**config.mk**
```make
export PLATFORM = sky130hd
export DESIGN_NAME = pwm_fader
export DESIGN_NICKNAME = d
export VERILOG_FILES = /design/src/rtl/pwm_fader.sv
export SDC_FILE = /design/constraint.sdc
export NUM_CORES = 1
export LEC_CHECK = 0
export CORE_ASPECT_RATIO = 1.4
export CORE_MARGIN = 5
export CORE_UTILIZATION = 45
export CTS_BUF_LIST = sky130_fd_sc_hd__clkbuf_2 sky130_fd_sc_hd__clkbuf_4 sky130_fd_sc_hd__clkbuf_8
export DETAILED_ROUTE_END_ITERATION = 6
export HOLD_SLACK_MARGIN = 0.03
export PLACE_DENSITY = 0.77
export REMOVE_ABC_BUFFERS = 1
export SYNTH_ARGS = -nofsm -noshare
export SYNTH_HDL_FRONTEND = slang
export SYNTH_SLANG_ARGS = --single-unit
```
**constraint.sdc**
```tcl
create_clock -name clk -period 2.6 [get_ports clk]
set_input_delay 0.52 -clock clk [delete_from_list [all_inputs] [get_ports clk]]
set_output_delay 0.52 -clock clk [all_outputs]
set_load 0.05 [all_outputs]
```
**src/rtl/pwm_fader.sv**
```systemverilog
// rtl/pwm_fader.sv - level sequencer stepping the pwm level toward a target, one-shot or breathing
module pwm_fader #(
    parameter int WIDTH  = 8,
    parameter int RATE_W = 8
) (
    input  logic              clk,
    input  logic              reset,
    input  logic              strobe,
    input  logic              load,
    input  logic [WIDTH-1:0]  target,
    input  logic [RATE_W-1:0] rate,
    input  logic              breathe,
    output logic [WIDTH-1:0]  level,
    output logic              busy,
    output logic              done
);

    typedef enum logic [1:0] {IDLE, UP, DOWN} state_t;

    state_t              state_q, state_d;
    logic [WIDTH-1:0]    level_q, level_d;
    logic [WIDTH-1:0]    target_q, target_d;
    logic [RATE_W-1:0]   rate_q, rate_d;
    logic [RATE_W-1:0]   pc_q, pc_d;
    logic                breathe_q, breathe_d;
    logic                done_q, done_d;

    logic [WIDTH-1:0]    level_inc, level_dec, floor_lvl;

    assign level_inc = level_q + WIDTH'(1);
    assign level_dec = level_q - WIDTH'(1);
    // Breathing always bottoms out at zero; a one-shot fade stops at its target.
    assign floor_lvl = breathe_q ? '0 : target_q;

    always_comb begin
        state_d   = state_q;
        level_d   = level_q;
        target_d  = target_q;
        rate_d    = rate_q;
        pc_d      = pc_q;
        breathe_d = breathe_q;
        done_d    = 1'b0;

        if (load) begin
            target_d  = target;
            rate_d    = rate;
            breathe_d = breathe;
            pc_d      = '0;
            if (target == level_q && !breathe) begin
                state_d = IDLE;
                done_d  = 1'b1;
            end else if (target == '0 && breathe) begin
                if (level_q != '0) begin
                    state_d = DOWN;
                end else begin
                    state_d = IDLE;
                    done_d  = 1'b1;
                end
            end else if (target > level_q) begin
                state_d = UP;
            end else begin
                state_d = DOWN;
            end
        end else if (strobe && state_q != IDLE) begin
            if (pc_q != rate_q) begin
                pc_d = pc_q + RATE_W'(1);
            end else begin
                pc_d = '0;
                if (state_q == UP) begin
                    level_d = level_inc;
                    if (level_inc == target_q) begin
                        if (breathe_q) begin
                            state_d = DOWN;
                        end else begin
                            state_d = IDLE;
                            done_d  = 1'b1;
                        end
                    end
                end else begin
                    level_d = level_dec;
                    if (level_dec == floor_lvl) begin
                        if (!breathe_q) begin
                            state_d = IDLE;
                            done_d  = 1'b1;
                        end else if (target_q != '0) begin
                            state_d = UP;
                        end else begin
                            state_d = IDLE;
                        end
                    end
                end
            end
        end
    end

    always_ff @(posedge clk) begin
        if (reset) begin
            state_q   <= IDLE;
            level_q   <= '0;
            target_q  <= '0;
            rate_q    <= '0;
            pc_q      <= '0;
            breathe_q <= 1'b0;
            done_q    <= 1'b0;
        end else begin
            state_q   <= state_d;
            level_q   <= level_d;
            target_q  <= target_d;
            rate_q    <= rate_d;
            pc_q      <= pc_d;
            breathe_q <= breathe_d;
            done_q    <= done_d;
        end
    end

    assign level = level_q;
    assign busy  = (state_q != IDLE);
    assign done  = done_q;

endmodule

```
* Yosys cells after proc, flatten, opt, wreduce, memory -nomap -nowiden
Index checks and enable logic that the tools add are counted.
** Storage, ports and cells
- Input bits :: 21
- Logic and storage cells :: 59
- Output and inout port bits :: 10
- Register bits after elaboration :: 36
** Operators by class
- $lt $le $gt $ge :: 1
- Multiplexer cells :: 26
- Equality and inequality tests :: 7
- Reduce and logical (&&, ||, !) cells :: 13
- Add/subtract/negate cells :: 3
- Bitwise operators :: 2
** Operator list (number)
- == test 8 bit :: 3
- two-way mux 8 bit :: 3
- two-way mux 2 bit :: 11
- adder 8 x 1 -> 8 bit, second input constant :: 2
- nonzero test 8 bit :: 2
- two-way mux 1 bit :: 12
- greater-than comparator 8 bit :: 1
- logical NOT 8 bit :: 1
- != test 8 bit :: 1
- subtractor 8 x 1 -> 8 bit, second input constant :: 1
- AND reduction 4 bit :: 1
- nonzero test 2 bit :: 2
- logical AND 1 bit :: 3
- != test 3 x 2 -> 1 bit, second input constant :: 1
- AND reduction 3 bit :: 1
- nonzero test 3 bit :: 1
- == test 2 x 1 -> 1 bit, second input constant :: 1
- != test 2 bit, second input constant :: 1
- NOT 1 bit :: 2
- OR reduction 2 bit :: 1
- logical NOT 1 bit :: 1

* Longest topological paths before layout
- Depth after elaboration :: 8
- Gate-level depth with buffers :: 9
- Depth with buffers taken out :: 8

* Least setup slack after synthesis
OpenSTA, ideal clock, no wires.
- Path kind :: reg-to-reg
- From :: register level_q[0] (netlist: level[0])
- To :: register state_q[0]
- Stages on the path, launching flop included :: 10
- Arrival :: 2593 ps
- Path slack :: -79 ps
- Setup time :: 86 ps
- Data required time :: 2514 ps
- Cells stage by stage :: dfxtp_1 buf_2 inv_1 ha_1 nor3b_1 xnor3_1 o311a_1 nand4_1 or3_1 a221oi_2
** Between the ends
- Cells in the longest elaborated chain, start to end :: 5
- Elaborated cells on any way between the ends :: 14
** RTL lines
- start, declared :: RTL line 21 : logic [WIDTH-1:0] level_q, level_d;
- start signal, assigned :: RTL line 107 : level_q <= level_d;
- parallel branches: the longest is 5 deep, another holds adder 8 x 1 -> 8 bit
- end signal, assigned :: RTL line 106 : state_q <= state_d;
- end, declared :: RTL line 20 : state_t state_q, state_d;
Several ways; the timed one is not identified.
A chain may end at the register's enable or synchronous reset.

* Worst setup path in the final report
- From :: register level_q[1] (netlist: level[1])
- To :: register state_q[1]
** Between the ends
- Cells in the longest elaborated chain, start to end :: 5
- Elaborated cells on any way between the ends :: 16
** RTL lines
- parallel branches: the longest is 5 deep, another holds adder 8 x 1 -> 8 bit
Several ways; the timed one is not identified.

==> key figures <==
Die
  • Starting density of the core: 45.80%
  • CORE AREA: 5445 um2
  • Number of top-level pins: 31
  • Die H: 98.08 um
  • Cell row count: 32
  • Chip width: 72.92 um
  • Full die area: 7152 um2

Timing
  • Actual transition at the worst max-transition pin: 0.6311 ns
  • Final TNS setup: 0 ns
  • Fraction of the cycle the final worst path needs: 96.65%
  • Unrepaired setup endpoints after global routing: no
  • Number of setup violations in the final report: 0
  • Final-report max-slew violation count: 0
  • Fin crit period: 2.513 ns
  • Achievable frequency: 398.0 MHz
  • Worst hold margin: 0.5243 ns
  • Number of hold violations in the final report: 0
  • Relative slew margins: 57.87%
  • Max Clock Skew: 0.009003 ns

Clock tree
  • Clock-pin slew on the worst setup and hold paths: 0.08 ns
  • Hold-fix buffers at CTS: 0
  • CTS resizes: 0
  • Number of buffers on the longest clock path: 2
  • Number of levels the H-tree was split into: 2
  • TritonCTS clock tree: done
  • Total clock sinks: 36
  • Number of post-CTS setup repair buffers: 0
  • CTS buffer count: 5
  • Clock Latency Late Sink: 0.29 ns
  • CTS Root Buffer Type: clkbuf_8

Synthesis
  • Post-synthesis adder-cell area fraction: 6.021%
  • Ranking of synthesized cells by instance count: 46 x nor2_1, 36 x dfxtp_1, 31 x xnor2_1
  • Post-Syn Instances: 293
  • Fraction of the yosys area taken by sequential cells: 28.90%
  • Synthesized-area fraction occupied by xor and xnor cells: 15.50%
  • Number of flops mapped to enable cells by yosys: 0
  • Top FF cell, synth: dfxtp_1
  • Register bit count reported by yosys: 36
  • Synth top area share: 28.90%
  • Count leader, synth: nor2_1
  • Mux share of post-synthesis cell area: 7.677%
  • Post-Syn Area: 2494 um2
  • Ys async rst share: 0%
  • Combinational family with the most area after synthesis: simple AND/OR/NAND/NOR gates
  • Average cell area after synthesis: 8.511 um2
  • Simple-gate area share of the yosys netlist: 26.39%
  • Synth top area cells: dfxtp_1 29%, xnor2_1 11%, mux2i_1 7.2%
  • YS warnings: 0
  • Post-synth cell types: 53
  • Library cell with the largest summed area after synthesis: dfxtp_1
  • Area fraction in compound gates after synthesis: 11.39%

Routing
  • Pre-antenna DRT Iters: 6
  • Per-cell routed wire length: 15.67 um
  • Via density per instance: 5.711
  • Residual DRC: 0
  • Total length of routed wires: 6188 um
  • Count of vias placed by the detailed router: 2,256
  • Remaining antenna violation count after routing: 0
  • Number of DRC markers after the initial detailed-route iteration: 130

Power and ir drop
  • Power density normalized to cell area: 464.3 nW/um2
  • Standby leakage power: 1.166 nW
  • Max VDD drop: 0.0003763 V

Place
  • Port Buffer Count: 30
  • Final HPWL DP: 4781 um
  • Post-placement cell count: 387
  • Weighted congestion reported at the end of routability-driven placement: 0.9068

Layout
  • Net count of the finished layout: 359
  • Fill count: 532
  • Layout Cells excl Fill: 395
  • Area overhead of the layout relative to synthesis: 20.32%
  • Antenna cells: 0
  • Share of cells above drive strength 1: 9.786%

GRT
  • First-pass GRT wire length: 9977 um
  • Global route overflow: 0
  • Overall fraction of global-route tracks in use: 17.71%
  • Via count of the first global-routing pass: 2,144
  • Initial antenna violation count: 0
  • Maximum number of pins on one net before global-route repair: 30

Status
  • Run status: completed

Worst setup path
  • Critical path endpoint category: flip-flop
  • Critical path data required time: 2.75 ns
  • Critical path arrival: 2.67 ns
  • Worst-path fanout max: 4
  • CP Cell Sequence: inv_1 -> ha_1 -> nor3b_1 -> nand3_1 -> xnor2_1 -> nand4_1 -> o31ai_1 -> a221oi_1
  • Kind of start point of the critical path: flip-flop
  • Number of buffer and inverter instances along the worst setup path: 1
  • Type of the worst setup path: flip-flop to flip-flop
  • Cell at the slowest stage of the critical path: o31ai_1
  • Dominant delay contributor by cell family on the critical path: simple AND/OR/NAND/NOR gates
  • Largest stage delay, worst path: 0.48 ns

Flow run
  • Maximum Capacitance Violations: 0

Worst hold path
  • Class of the tightest hold or removal check: flip-flop to flip-flop
==> layout make-up <==
type / instances / area (um2) / share of cell area, %
tap: 68 / 85.08 / 2.836
inverter: 10 / 37.54 / 1.251
timing repair buffer: 40 / 375.4 / 12.51
sequential: 36 / 720.7 / 24.02
clock buffer: 5 / 68.82 / 2.294
clock inverter: 3 / 42.54 / 1.418
multi-input combinational: 233 / 1670 / 55.67
==> state kept, by name, indices dropped and copies added (netlist names) <==
name	cells
breathe_q	1
done	1
level	8
pc_q	8
rate_q	8
state_q	2
target_q	8
==> tightest hold or removal path: cells and delay by family, from the launching register on <==
family	cells	cell delay (ns)
AND/OR/NAND/NOR	1	0.07
multiplexers	1	0.07
flip-flops	1	0.35
==> layer usage <==
layer  routed length (um)  GRT usage (%)
met1                 2537          20.52
met4                  204          7.244
met5                    0              0
met2                 3187          31.43
met3                  259          2.884
==> layout by cell type (no fill, tap or decap), types with 2 or more instances in the layout <==
cell,synthesis,final
a41oi_1,3,3
and4_1,2,2
o31ai_1,3,3
nand2b_1,4,4
ha_1,12,12
nand4_1,11,11
a31oi_1,2,2
nor4_1,3,3
a2111oi_2,2,2
nand3_1,11,11
nor2b_1,7,7
a21boi_0,3,3
xnor2_1,31,31
or2_2,2,2
buf_4,0,10
o21ai_0,4,4
and3_1,4,4
clkbuf_8,0,5
xnor3_1,2,2
a21oi_1,7,7
or3_1,2,2
nor3_1,3,3
dfxtp_1,36,36
inv_1,10,10
nor2_1,46,46
mux2i_1,18,18
a211oi_1,2,2
o21a_1,2,2
xor2_1,8,8
nand2_1,18,18
clkdlybuf4s50_1,0,30
==> worst paths after layout <==
path         startpoint    endpoint  slack, ns  cells past startpoint
max            level[1]  state_q[1]       0.09                      8
min           rate_q[6]   rate_q[6]       0.52                      2
max reg2reg    level[1]  state_q[1]       0.09                      8
min reg2reg   rate_q[6]   rate_q[6]       0.52                      2
==> cells by family (layout without fill, tap and decap cells) <==
group,after synthesis,after routing
adders and majority gates,12,12
and+or+nand+nor,124,124
DFF,36,36
muxes,19,19
buffers and inverters,24,58
xor gates and xnor gates,41,41
AOI/OAI and AO/OA,37,37
==> report_power, final <==
group	switching (W)	leakage [nW]	total [W]	internal [W]
clock	0.000218	0.0541	0.000502	0.000284
sequential	0.0000314	0.294	0.000604	0.000573
combinational	0.000147	0.818	0.000287	0.000140
==> stage by stage <==
| step | power (W) | util (%) | cell area [um2] | setup WS (ns) |
|---|---|---|---|---|
| after floorplan | 0.0007913 | - | 2429 | -0.1081 |
| after global placement | 0.0008939 | 53.06 | 2889 | 0.1652 |
| after detailed placement | 0.0009007 | 53.06 | 2889 | 0.06409 |
| after CTS | 0.001401 | 55.10 | 3000 | 0.1167 |
| after global routing | 0.001460 | 55.10 | 3000 | 0.03235 |
| final | 0.001393 | 55.10 | 3000 | 0.08721 |
No activity file was read; power rests on OpenSTA's default activity.
